`config.mk`:
```
export PLATFORM = sky130hd
export DESIGN_NAME = adder_share_arb
export DESIGN_NICKNAME = d
export VERILOG_FILES = /design/src/rtl/adder_share_arb_pkg.sv /design/src/rtl/adder_share_arb_rr_pick.sv /design/src/rtl/adder_share_arb.sv
export SDC_FILE = /design/constraint.sdc
export NUM_CORES = 1
export LEC_CHECK = 0
export CORE_MARGIN = 3
export CORE_UTILIZATION = 39
export CTS_CLUSTER_DIAMETER = 50
export CTS_CLUSTER_SIZE = 20
export DETAILED_ROUTE_END_ITERATION = 8
export PLACE_DENSITY = 0.87
export SETUP_SLACK_MARGIN = 0.2
export SYNTH_ARGS = -nofsm -noshare
export SYNTH_HDL_FRONTEND = slang
export SYNTH_SLANG_ARGS = --single-unit
```
`constraint.sdc`:
```
create_clock -name clk -period 6.4 [get_ports clk]
set_input_delay 0.96 -clock clk [delete_from_list [all_inputs] [get_ports clk]]
set_output_delay 0.96 -clock clk [all_outputs]
set_load 0.01 [all_outputs]
```
`src/rtl/adder_share_arb_pkg.sv`:
```
// Shared types and widths for the adder_share_arb round-robin adder arbiter.
package adder_share_arb_pkg;

  typedef enum logic {
    ST_EMPTY = 1'b0,
    ST_FULL  = 1'b1
  } state_e;

  localparam int unsigned DW_DEFAULT    = 8;
  localparam int unsigned RES_W_DEFAULT = DW_DEFAULT + 1;
  localparam int unsigned STATS_W       = 16;

  // Result width carries the adder's carry-out bit.
  function automatic int unsigned res_w(input int unsigned dw);
    return dw + 1;
  endfunction

endpackage

```
`src/rtl/adder_share_arb_rr_pick.sv`:
```
// Combinational round-robin search: first valid requester at or after ptr, wrapping.
module rr_pick #(
  parameter int unsigned NREQ = 4,
  parameter int unsigned IDW  = 2
) (
  input  logic [NREQ-1:0] req_valid,
  input  logic [IDW-1:0]  ptr,
  output logic [NREQ-1:0] grant,
  output logic [IDW-1:0]  win_idx,
  output logic            any_grant
);

  int best;
  int off;

  // Pick the valid requester with the smallest rotational distance from ptr.
  always_comb begin
    best      = int'(NREQ);
    off       = 0;
    win_idx   = '0;
    any_grant = 1'b0;
    grant     = '0;
    for (int j = 0; j < int'(NREQ); j++) begin
      if (req_valid[j]) begin
        off = (j + int'(NREQ) - int'(ptr)) % int'(NREQ);
        if (off < best) begin
          best      = off;
          win_idx   = IDW'(j);
          any_grant = 1'b1;
        end
      end
    end
    for (int j = 0; j < int'(NREQ); j++) begin
      grant[j] = any_grant && (win_idx == IDW'(j));
    end
  end

endmodule

```
`src/rtl/adder_share_arb.sv`:
```
// Round-robin arbiter sharing one adder among NREQ requesters with a one-entry response slot.
// Optional grant counter port enabled by ADDER_SHARE_ARB_STATS_EN.
module adder_share_arb
  import adder_share_arb_pkg::*;
#(
  parameter int unsigned NREQ = 4,
  parameter int unsigned DW   = DW_DEFAULT,
  parameter int unsigned IDW  = 2
) (
  input  logic                 clk,
  input  logic                 rst,
  input  logic [NREQ-1:0]      req_valid,
  input  logic [NREQ*DW-1:0]   req_a,
  input  logic [NREQ*DW-1:0]   req_b,
  output logic [NREQ-1:0]      req_ready,
  output logic                 rsp_valid,
  output logic [DW:0]          rsp_sum,
  output logic [IDW-1:0]       rsp_id,
  input  logic                 rsp_ready
`ifdef ADDER_SHARE_ARB_STATS_EN
  ,
  output logic [STATS_W-1:0]   grant_cnt
`endif
);

  localparam int unsigned RES_W = res_w(DW);

  state_e             state_q, state_d;
  logic [IDW-1:0]     ptr_q, ptr_d;
  logic [RES_W-1:0]   rsp_sum_q, rsp_sum_d;
  logic [IDW-1:0]     rsp_id_q, rsp_id_d;

  logic [NREQ-1:0]    grant;
  logic [IDW-1:0]     win_idx;
  logic               any_grant;
  logic               slot_free;
  logic               accept;
  logic [DW-1:0]      a_sel;
  logic [DW-1:0]      b_sel;

  rr_pick #(
    .NREQ (NREQ),
    .IDW  (IDW)
  ) u_rr_pick (
    .req_valid (req_valid),
    .ptr       (ptr_q),
    .grant     (grant),
    .win_idx   (win_idx),
    .any_grant (any_grant)
  );

  assign slot_free = (state_q == ST_EMPTY) || rsp_ready;
  assign accept    = slot_free && !rst && any_grant;
  assign req_ready = (slot_free && !rst) ? grant : '0;

  // Operand mux for the winning requester.
  always_comb begin
    a_sel = '0;
    b_sel = '0;
    for (int i = 0; i < int'(NREQ); i++) begin
      if (win_idx == IDW'(i)) begin
        a_sel = req_a[i*DW +: DW];
        b_sel = req_b[i*DW +: DW];
      end
    end
  end

  // Slot FSM, pointer advance and response capture.
  always_comb begin
    state_d   = state_q;
    ptr_d     = ptr_q;
    rsp_sum_d = rsp_sum_q;
    rsp_id_d  = rsp_id_q;
    if (accept) begin
      state_d   = ST_FULL;
      rsp_sum_d = RES_W'(a_sel) + RES_W'(b_sel);
      rsp_id_d  = win_idx;
      ptr_d     = (win_idx == IDW'(NREQ - 1)) ? '0 : win_idx + IDW'(1);
    end else if (state_q == ST_FULL && rsp_ready) begin
      state_d = ST_EMPTY;
    end
  end

  always_ff @(posedge clk) begin
    if (rst) begin
      state_q   <= ST_EMPTY;
      ptr_q     <= '0;
      rsp_sum_q <= '0;
      rsp_id_q  <= '0;
    end else begin
      state_q   <= state_d;
      ptr_q     <= ptr_d;
      rsp_sum_q <= rsp_sum_d;
      rsp_id_q  <= rsp_id_d;
    end
  end

  assign rsp_valid = (state_q == ST_FULL);
  assign rsp_sum   = rsp_sum_q;
  assign rsp_id    = rsp_id_q;

`ifdef ADDER_SHARE_ARB_STATS_EN
  logic [STATS_W-1:0] cnt_q, cnt_d;

  always_comb begin
    cnt_d = cnt_q;
    if (accept) begin
      cnt_d = cnt_q + STATS_W'(1);
    end
  end

  always_ff @(posedge clk) begin
    if (rst) begin
      cnt_q <= '0;
    end else begin
      cnt_q <= cnt_d;
    end
  end

  assign grant_cnt = cnt_q;
`endif

endmodule

```
==> summary.md, run 1 <==
| Metric | Value |
|---|---|
| Die width | `~69 um` |
| Worst slack at placement | `approximately 0.030 ns` |
| Initial antenna violation count | `0` |
| Post-route setup slack | `between 0.7 and 0.8 ns` |
| Internal power | `~0.67 mW` |
| Vias | `1876` |
| Slowest-stage cell, CP | `a222oi_1` |
| Hold buffers post-CTS | `0` |
| Slew headroom | `0.461` |
| PD cells | `521 mW/mm2` |
| Hold/Removal Path Class | `reg -> reg` |
| Max clock buf depth | `2` |
| # fillers | `approximately 340` |
| RR Startpoint | `ptr_q[0]` |
| Clk_skew | `0.00396 ns` |
| Min cycle time layout | `5.69 ns` |
| Final period utilization | `0.888` |
| Mapped Area | `0.00157 mm2` |
| Vias in the first global route | `1746` |
| Busiest grt layer | `met2` |
| Clock network fraction of design power | `0.065` |
| Mean Syn Cell Area | `7.02 um2` |
| Post-route setup TNS | `0 ns` |
| Layout Nets | `slightly below 400` |
| GPL Wtd Cong | `0.869` |
| FF-to-FF End | `rsp_sum[5]` |
| DPL Wire Length | `around 3800 um` |
| Leakage power | `between 1 and 1.5 nW` |
| Crit path launch | `req_valid[0]` |
| R2R Setup Slk | `1.23 ns` |
| Gate power share | `0.827` |
| Most frequent CP cell | `ha_1` |
| HP Start | `rsp_sum[2]` |
| CTS tree | `yes` |
| TritonCTS Buffers | `3` |
| Proportion of layout cells with a drive suffix above 1 | `0.0495` |
| Instance count on the critical path | `25` |
| Synth cell types | `44` |
| First-pass GRT wire length | `7530 um` |
| Remaining Overflow, GRT | `0` |
| Final setup viols | `0` |
| Worst EP required | `6.53 ns` |
| Mapped Cells | `223` |
| Antenna-violating nets left | `0` |
| IR drop worst, VDD | `around 0.00022 V` |
| Die area | `slightly below 0.005 mm2` |
| Setup CP Type | `in -> reg` |
| Worst-path fanout max | `15` |
| Area Growth Syn to Fin | `60.1%` |
| Net Sw Power | `0.631 mW` |
| GR Util met1 | `0.236` |
| Root Buffer Master | `clkbuf_8` |
| Drt first-iter violations | `roughly 90` |
| Reg clk slew, reported paths | `0.06 ns` |
| Sequential power share | `0.108` |
| Clock sink total | `14` |
| Max frequency | `0.176 GHz` |
| Buf/Inv on CP | `3` |
| Die outline height | `69.4 um` |
| I/O Pins | `87` |
| EDFF count, synth | `0` |
| Max-slew violation total from the final report | `0` |
| Global-route usage over all layers | `0.185` |
| Final routed DRC violation total | `0` |
| GRT met3 Usage | `0.0464` |
| Crit path largest cell delay | `roughly 0.35 ns` |
| Vias/cell | `5.34` |
| Worst setup SP type | `input port` |
| Max Cap Violations | `0` |
| Status | `finished clean` |
| GR Util met2 | `0.308` |
| Switching share of power | `0.483` |
| Critical path data arrival time | `5.82 ns` |
| First drt pass iteration count | `4` |
| Setup crit end | `rsp_sum[5]` |
| FP Rows | `22` |
| Asr flop ratio synth | `0` |
| Number of synthesis warnings | `0` |
| CP delay by family, top | `compound AO/OA/AOI/OAI gates` |
| Hold Vio Cnt, Final | `0` |
| Post-Route WL | `4510 um` |
| CP endpoint kind | `flip-flop` |
| Initial Utilization | `0.415` |
| WL/cell | `12.8 um` |
| #FFs+latches synth | `14` |
| RSZ-0062 raised after global routing | `no` |
| Core area | `0.00377 mm2` |
| Synthesized net count | `309` |
| Largest net degree at the start of global routing | `30` |
| PortBufs | `86` |
| Ant diodes | `0` |
| Clock latency on the worst-skew pair | `0.24 ns` |
| R2R cell count | `24` |
| Seq/Total Area, Yosys | `0.179` |
| Tightest Pin Transition | `0.804 ns` |
| H-Tree Depth | `1` |
| Most common flop cell mapped by yosys | `dfxtp_1` |
worst register-to-register path: stages, from the launching register on:
cell and delay [ns]:
dfxtp_1 0.49, mux2i_1 0.13, a32oi_1 0.23, ha_1 0.29
o21ai_0 0.11, a21o_1 0.18, nand2_1 0.09, nor2_1 0.15
a21o_1 0.11, ha_1 0.15, nor2b_2 0.06, a41o_1 0.27
a221oi_4 0.30, inv_1 0.12, ha_1 0.24, buf_4 0.20
a221oi_1 0.31, nor3_1 0.08, a21o_1 0.19, ha_1 0.31
a211oi_2 0.26, nor2_1 0.10, o21a_1 0.19, or3_1 0.30
a31o_1 0.21
layout by cell type (no fill, tap or decap), types with 2 or more instances in the layout:
cell type / instances
a21o_1: 5
and3_1: 2
a211oi_1: 3
ha_1: 14
buf_4: 5
nor2b_1: 7
a22oi_1: 13
o21a_1: 2
dfxtp_1: 14
a21oi_1: 20
o21ai_0: 21
a31o_1: 2
nor2_1: 23
o21ai_1: 4
clkbuf_8: 4
nand2_1: 25
nand2b_1: 2
and2_1: 4
a31oi_1: 2
inv_1: 9
nand3_1: 6
a221oi_1: 2
nor3_1: 5
xnor2_1: 2
clkdlybuf4s50_1: 84
dlymetal6s2s_1: 2
or3_1: 2
o31ai_1: 3
synth_stat cells, drive strengths merged (2+ instances only):
cell | instances | area, um2
nor2b | 8 | 50.1
buf | 7 | 61.3
nand2 | 25 | 93.8
nor3 | 6 | 35.0
nand2b | 2 | 12.5
and2 | 4 | 25.0
a21o | 5 | 37.5
xnor2 | 2 | 17.5
o31ai | 3 | 22.5
nand3 | 6 | 30.0
a21oi | 20 | 100
dfxtp | 14 | 280
nor2 | 23 | 86.3
clkbuf | 8 | 30.0
a31o | 3 | 26.3
a31oi | 2 | 12.5
a22oi | 13 | 97.6
ha | 14 | 175
o21a | 2 | 15.0
o21ai | 25 | 125
inv | 9 | 33.8
and3 | 2 | 12.5
or3 | 2 | 12.5
a211oi | 4 | 35.0
a221oi | 3 | 32.5
layer usage:
metal	routed length, um	share of wire
met1	1950	0.43
met2	2160	0.48
met4	29	0.0064
met5	0	0
met3	361	0.080
area by class of cell:
| class | count | area [um2] | share of cell area |
|---|---|---|---|
| clock buffers | 4 | 55.1 | 0.0220 |
| repair buffers | 91 | 903 | 0.360 |
| flip-flops and latches | 14 | 280 | 0.112 |
| multi-input cells | 184 | 1170 | 0.467 |
| inverters | 10 | 37.5 | 0.0150 |
| well taps | 48 | 60.1 | 0.0240 |
state kept, by name, summed over array words and instances, names as in the netlist:
register   flops
rsp_valid      1
rsp_id         2
ptr_q          2
rsp_sum        9
cell families (layout without fill, tap and decap cells):
kind of cell	Yosys count	after routing	synth area share
fa+ha+maj	15	15	0.125
mux	1	1	0.00639
flops	14	14	0.179
buf+inv	25	105	0.0823
compound gates	84	84	0.344
xor+xnor	3	3	0.0168
simple gates	81	81	0.247
metrics by stage:
| step | hold WS (ns) | instances | power (mW) | utilization | cell area, um2 |
|---|---|---|---|---|---|
| floorplan | 0.476 | 223 | 0.921 | - | 1570 |
| global placement | 0.448 | 346 | 1.17 | 0.643 | 2430 |
| detailed placement | 0.453 | 346 | 1.19 | 0.643 | 2430 |
| CTS | 0.460 | 350 | 1.29 | 0.658 | 2480 |
| global route | 0.481 | 351 | 1.46 | 0.665 | 2510 |
| finish | 0.456 | 351 | 1.31 | 0.665 | 2510 |
how the worst min path moves through the flow:
stage / endpoint / slack [ns] / cells after the start
2_1_floorplan: rsp_sum[2] / 0.48 / 2
4_1_cts: rsp_sum[2] / 0.46 / 2
3_3_place_gp: rsp_sum[2] / 0.45 / 2
3_5_place_dp: rsp_sum[2] / 0.45 / 2
5_1_grt: rsp_sum[2] / 0.48 / 2
6_report: rsp_sum[2] / 0.46 / 2
what timing repair did:
item	CTS	global route
endpoints found under the setup margin	0	10
resized for setup	0	4
buffers inserted	0	1
power groups by stage:
stage,Clock (mW),Combinational [mW],Sequential (mW)
finish,0.0843,1.08,0.141
global route,0.0896,1.23,0.145
CTS,0.0860,1.06,0.141
detailed placement,0,1.05,0.143
global placement,0,1.03,0.142
floorplan,0,0.771,0.149
Note: power is estimated with default switching activity, not from simulation.
==> run 2: changes to the inputs <==
Settings changed: CORE_UTILIZATION 39 to 25, PLACE_DENSITY 0.87 to 0.62, SLEW_MARGIN set to 30.
==> run 2 against run 1 <==
Global-route usage fell by 5.4 points. Hold slack lost 0.0053 ns. Via count is 0.85% lower. Critical endpoint is now req_ready[2].
==> summary.md, run 2 (same netlist as run 1, synthesis figures left out) <==
| Metric | Value |
|---|---|
| Worst-path fanout max | `19` |
| WL/cell | `12.9 um` |
| Max frequency | `0.171 GHz` |
| Die outline height | `between 80 and 90 um` |
| GPL Wtd Cong | `0.779` |
| DPL Wire Length | `4070 um` |
| Max Cap Violations | `0` |
| Leakage power | `between 1 and 1.5 nW` |
| Proportion of layout cells with a drive suffix above 1 | `0.0623` |
| Min cycle time layout | `5.84 ns` |
| Layout Nets | `~390` |
| Initial antenna violation count | `0` |
| I/O Pins | `87` |
| Ant diodes | `0` |
| First drt pass iteration count | `4` |
| R2R Setup Slk | `1.36 ns` |
| TritonCTS Buffers | `3` |
| First-pass GRT wire length | `7890 um` |
| Area Growth Syn to Fin | `63.4%` |
| RR Startpoint | `ptr_q[0]` |
| CP endpoint kind | `output pin` |
| Hold/Removal Path Class | `reg -> reg` |
| Slew headroom | `0.656` |
| PortBufs | `86` |
| PD cells | `514 mW/mm2` |
| Most frequent cells in the layout | `85 x clkdlybuf4s50_1, 25 x nand2_1, 23 x nor2_1, 21 x o21ai_0, 20 x a21oi_1` |
| Clock sink total | `14` |
| Initial Utilization | `0.261` |
| Core area | `0.00599 mm2` |
| Antenna-violating nets left | `0` |
| Commonest non-fill, non-tap cell in the layout | `clkdlybuf4s50_1` |
| Final Non-Filler Cells | `380` |
| Final period utilization | `0.912` |
| Global-route usage over all layers | `0.130` |
| Vias/cell | `around 4.9` |
| Worst EP required | `5.44 ns` |
| CTS tree | `yes` |
| H-Tree Depth | `1` |
| Tightest Pin Transition | `0.516 ns` |
| Clk_skew | `0.00238 ns` |
| Final Core Density | `0.427` |
| Hold buffers post-CTS | `0` |
| Worst setup SP type | `input port` |
| FP Rows | `28` |
| Vias | `approximately 1900` |
| HP Start | `rsp_sum[2]` |
| Hold-critical path depth | `2` |
| IR drop worst, VDD | `0.000289 V` |
| Clock latency on the worst-skew pair | `around 0.24 ns` |
| Status | `finished clean` |
| R2R cell count | `24` |
| Drt first-iter violations | `80` |
| Root Buffer Master | `clkbuf_8` |
| Area post-placement | `0.00248 mm2` |
| Placed insts | `376` |
| Max-slew violation total from the final report | `0` |
| Largest net degree at the start of global routing | `20` |
| Hold Vio Cnt, Final | `0` |
| Die area | `0.00725 mm2` |
| Reg clk slew, reported paths | `0.05 ns` |
| Post-route setup TNS | `0 ns` |
| # fillers | `637` |
| Final setup viols | `0` |
| Worst hold endpoint | `rsp_sum[2]` |
| Critical path data arrival time | `4.88 ns` |
| Post-Route WL | `4900 um` |
| Design area | `around 0.0026 mm2` |
| Vias in the first global route | `1738` |
| Max clock buf depth | `2` |
| Final routed DRC violation total | `0` |
| Die width | `about 85 um` |
| Remaining Overflow, GRT | `0` |
| FF-to-FF End | `rsp_sum[5]` |
| Largest register FFs | `9` |
| RSZ-0062 raised after global routing | `no` |
| Setup CP Type | `in -> out` |
[run 2: routing by layer]
layer / routed length [um] / track usage / vias to the layer above
li1: - / - / 973
met1: 2310 / 0.180 / 805
met2: 2090 / 0.199 / 78
met3: 472 / 0.0379 / 4
met4: 34 / 0.0317 / 0
met5: 0 / 0 / -
[run 2: report_power, final]
part / internal (mW) / switching, mW
registers: 0.120 / 0.0211
logic: 0.517 / 0.590
clock network: 0.0414 / 0.0269
total: 0.678 / 0.638
[run 2: cell type report]
cell class	count	area, um2	area share
multi-input combinational	184	1180	0.462
timing repair buffer	94	923	0.361
sequential	14	280	0.109
clock buffer	3	41.3	0.0161
tap	75	93.8	0.0367
inverter	10	37.5	0.0147
[run 2: what timing repair did]
item,in CTS,in global routing
buffers inserted,0,1
gates resized for setup,0,6
setup endpoints to repair,0,7
[run 2: worst max-delay path, stage by stage]
cell and delay [ns]:
clkdlybuf4s50_1 0.50, buf_4 0.17, a32oi_1 0.12, ha_1 0.32, o21ai_0 0.11, a21o_1 0.21
nand2_1 0.08, nor2_1 0.05, a21o_1 0.15, ha_1 0.17, nor2b_1 0.29, a222oi_1 0.15
buf_4 0.18, inv_1 0.07, ha_2 0.35, buf_4 0.27, and2_1 0.16, clkdlybuf4s50_1 0.54
[run 2: how the worst max path moves through the flow]
| stage | start | to | slack [ns] | depth (start not counted) |
|---|---|---|---|---|
| 6_report | req_valid[0] | req_ready[2] | 0.56 | 18 |
| 5_1_grt | req_valid[0] | rsp_sum[8] | 0.19 | 28 |
| 4_1_cts | req_valid[1] | req_ready[2] | 0.34 | 17 |
| 3_5_place_dp | req_valid[1] | rsp_sum[8] | 0.10 | 28 |
| 3_3_place_gp | req_valid[1] | rsp_sum[5] | 0.23 | 27 |
| 2_1_floorplan | req_valid[0] | rsp_sum[8] | 0.94 | 30 |
[run 2: per-stage QoR]
step	hold WS (ns)	setup WS (ns)	power [mW]
final	0.451	0.562	1.32
after global routing	0.479	0.191	1.48
after CTS	0.453	0.340	1.29
after detailed placement	0.447	0.101	1.22
after global placement	0.445	0.228	1.21
after floorplan	0.476	0.944	0.921
==> run 3: changes to the inputs <==
Settings changed: GPL_TIMING_DRIVEN set to 0, PLACE_DENSITY 0.62 to not set, PLACE_DENSITY_LB_ADDON set to 0.12.
==> run 3 against run 2 <==
Via count down 0.91%. Combinational power up 4%. Flip-flop and latch count unchanged. Die area unchanged. Final area up 2.0%. Sequential share of layout area down 0.21 points. First-iteration DRC count down 40%. Sequential power about the same. Utilization up 0.84 points. Clock-buffer cell count up 1. Critical path depth up 13. Largest power group unchanged.
==> summary.md, run 3 (same netlist as run 1, synthesis figures left out) <==
| Metric | Value |
|---|---|
| Final setup viols | `0` |
| Buf/Inv on CP | `6` |
| GPL Wtd Cong | `0.816` |
| Slowest-stage cell, CP | `fa_1` |
| Clock sink total | `14` |
| Critical path data arrival time | `about 5.8 ns` |
| Slew headroom | `0.719` |
| Ant diodes | `0` |
| I/O Pins | `87` |
| Multi-input gate area | `0.00119 mm2` |
| Worst setup SP type | `input port` |
| Area Growth Syn to Fin | `66.6%` |
| Max-slew violation total from the final report | `0` |
| # fillers | `663` |
| Vias | `1843` |
| Hold buffers post-CTS | `0` |
| FF-to-FF End | `rsp_sum[8]` |
| Area post-placement | `0.00250 mm2` |
| Tot Pwr | `1.37 mW` |
| Proportion of layout cells with a drive suffix above 1 | `0.0860` |
| Leakage power | `approximately 1.0 nW` |
| Root Buffer Master | `clkbuf_8` |
| Max Cap Violations | `0` |
| Reg clk slew, reported paths | `0.06 ns` |
| R2R Setup Slk | `1.30 ns` |
| Largest register FFs | `9` |
| Status | `finished clean` |
| Global-route usage over all layers | `0.137` |
| Commonest non-fill, non-tap cell in the layout | `clkdlybuf4s50_1` |
| Vias/cell | `4.74` |
| FP Rows | `28` |
| FF+latch area | `280 um2` |
| Initial antenna violation count | `0` |
| Remaining Overflow, GRT | `0` |
| Clock latency on the worst-skew pair | `0.24 ns` |
| IR drop worst, VDD | `around 0.00018 V` |
| Drt first-iter violations | `48` |
| First-pass GRT wire length | `8230 um` |
| Crit path largest cell delay | `0.41 ns` |
| TritonCTS Buffers | `3` |
| WL/cell | `12.9 um` |
| Post-route setup slack | `0.808 ns` |
| Vias in the first global route | `1830` |
| Die outline height | `around 85 um` |
| Min cycle time layout | `~5.6 ns` |
| Post-route setup TNS | `0 ns` |
| Initial Utilization | `0.261` |
| Most frequent cells in the layout | `83 x clkdlybuf4s50_1, 25 x nand2_1, 23 x nor2_1, 20 x o21ai_0, 19 x a21oi_1` |
| Die width | `85.2 um` |
| Tightest Pin Transition | `0.422 ns` |
| Core area | `0.00599 mm2` |
| Worst-path fanout max | `10` |
| Post-Route WL | `5020 um` |
| PD cells | `524 mW/mm2` |
| Worst hold slack | `0.453 ns` |
| Die area | `0.00725 mm2` |
| Setup CP Type | `in -> reg` |
| Design area | `0.00261 mm2` |
| Worst EP required | `6.57 ns` |
| Max clock buf depth | `2` |
| Layout Nets | `401` |
| Setup crit end | `rsp_sum[8]` |
| RSZ-0062 raised after global routing | `no` |
| PortBufs | `84` |
| R2R cell count | `29` |
| Largest net degree at the start of global routing | `11` |
| RR Startpoint | `ptr_q[1]` |
| Hold/Removal Path Class | `reg -> reg` |
| Hold Vio Cnt, Final | `0` |
| CTS tree | `yes` |
| DPL Wire Length | `4280 um` |
| Antenna-violating nets left | `0` |
| Final period utilization | `0.874` |
| Final routed DRC violation total | `0` |
| Crit path launch | `req_valid[1]` |
| Instance count on the critical path | `31` |
| CP delay by family, top | `compound AO/OA/AOI/OAI gates` |
| CP endpoint kind | `flip-flop` |
| First drt pass iteration count | `4` |
| Clk_skew | `0.00261 ns` |
| H-Tree Depth | `1` |
| Worst slack at placement | `-0.429 ns` |
| Max frequency | `0.179 GHz` |
[run 3: final cells by class]
class | instances | area share
repair buffers | 87 | 0.329
flip-flops and latches | 14 | 0.107
multi-input cells | 184 | 0.456
clock buffers | 4 | 0.0211
inverters | 10 | 0.0144
well taps | 75 | 0.0360
plain buffers | 15 | 0.0364
[run 3: worst register-to-register path, delay by kind of cell, from the launching register on]
family | cells | cell delay (ns)
AO/OA/AOI/OAI | 13 | 2.00
adder cells (fa/ha/maj) | 5 | 1.26
AND/OR/NAND/NOR | 7 | 0.78
buffers and inverters | 4 | 0.56
flip-flops | 1 | 0.41
[run 3: layer usage]
| layer | vias to the layer above | global-route usage | share of wire |
|---|---|---|---|
| met2 | 77 | 0.219 | 0.43 |
| met4 | 0 | 0.0345 | 0.0088 |
| li1 | 988 | - | - |
| met5 | - | 0 | 0 |
| met3 | 4 | 0.0388 | 0.10 |
| met1 | 774 | 0.183 | 0.46 |
[run 3: worst min path at each step]
stage | start | to | slack, ns | depth (start not counted)
after global routing | rsp_id[1] | rsp_id[1] | 0.49 | 2
after CTS | rsp_id[0] | rsp_id[0] | 0.46 | 2
after floorplan | rsp_sum[2] | rsp_sum[2] | 0.48 | 2
after detailed placement | rsp_id[0] | rsp_id[0] | 0.45 | 2
final | rsp_id[0] | rsp_id[0] | 0.45 | 2
after global placement | rsp_sum[2] | rsp_sum[2] | 0.44 | 2
[run 3: timing repair]
item	in CTS	in global routing
buffers inserted	2	1
gates resized for setup	6	9
setup endpoints to repair	7	5
pin swaps	1	0
[run 3: report_power, final]
| part | switching (mW) | leakage, nW | total (mW) | internal [mW] |
|---|---|---|---|---|
| sequential | 0.0178 | 0.116 | 0.138 | 0.120 |
| combinational | 0.620 | 0.898 | 1.15 | 0.527 |
| clock | 0.0295 | 0.0288 | 0.0839 | 0.0544 |
| total | 0.667 | 1.04 | 1.37 | 0.702 |
[run 3: through the flow]
stage	util	instances
after floorplan	-	223
after global placement	0.418	382
after detailed placement	0.418	382
after CTS	0.433	388
after global routing	0.436	389
final	0.436	389
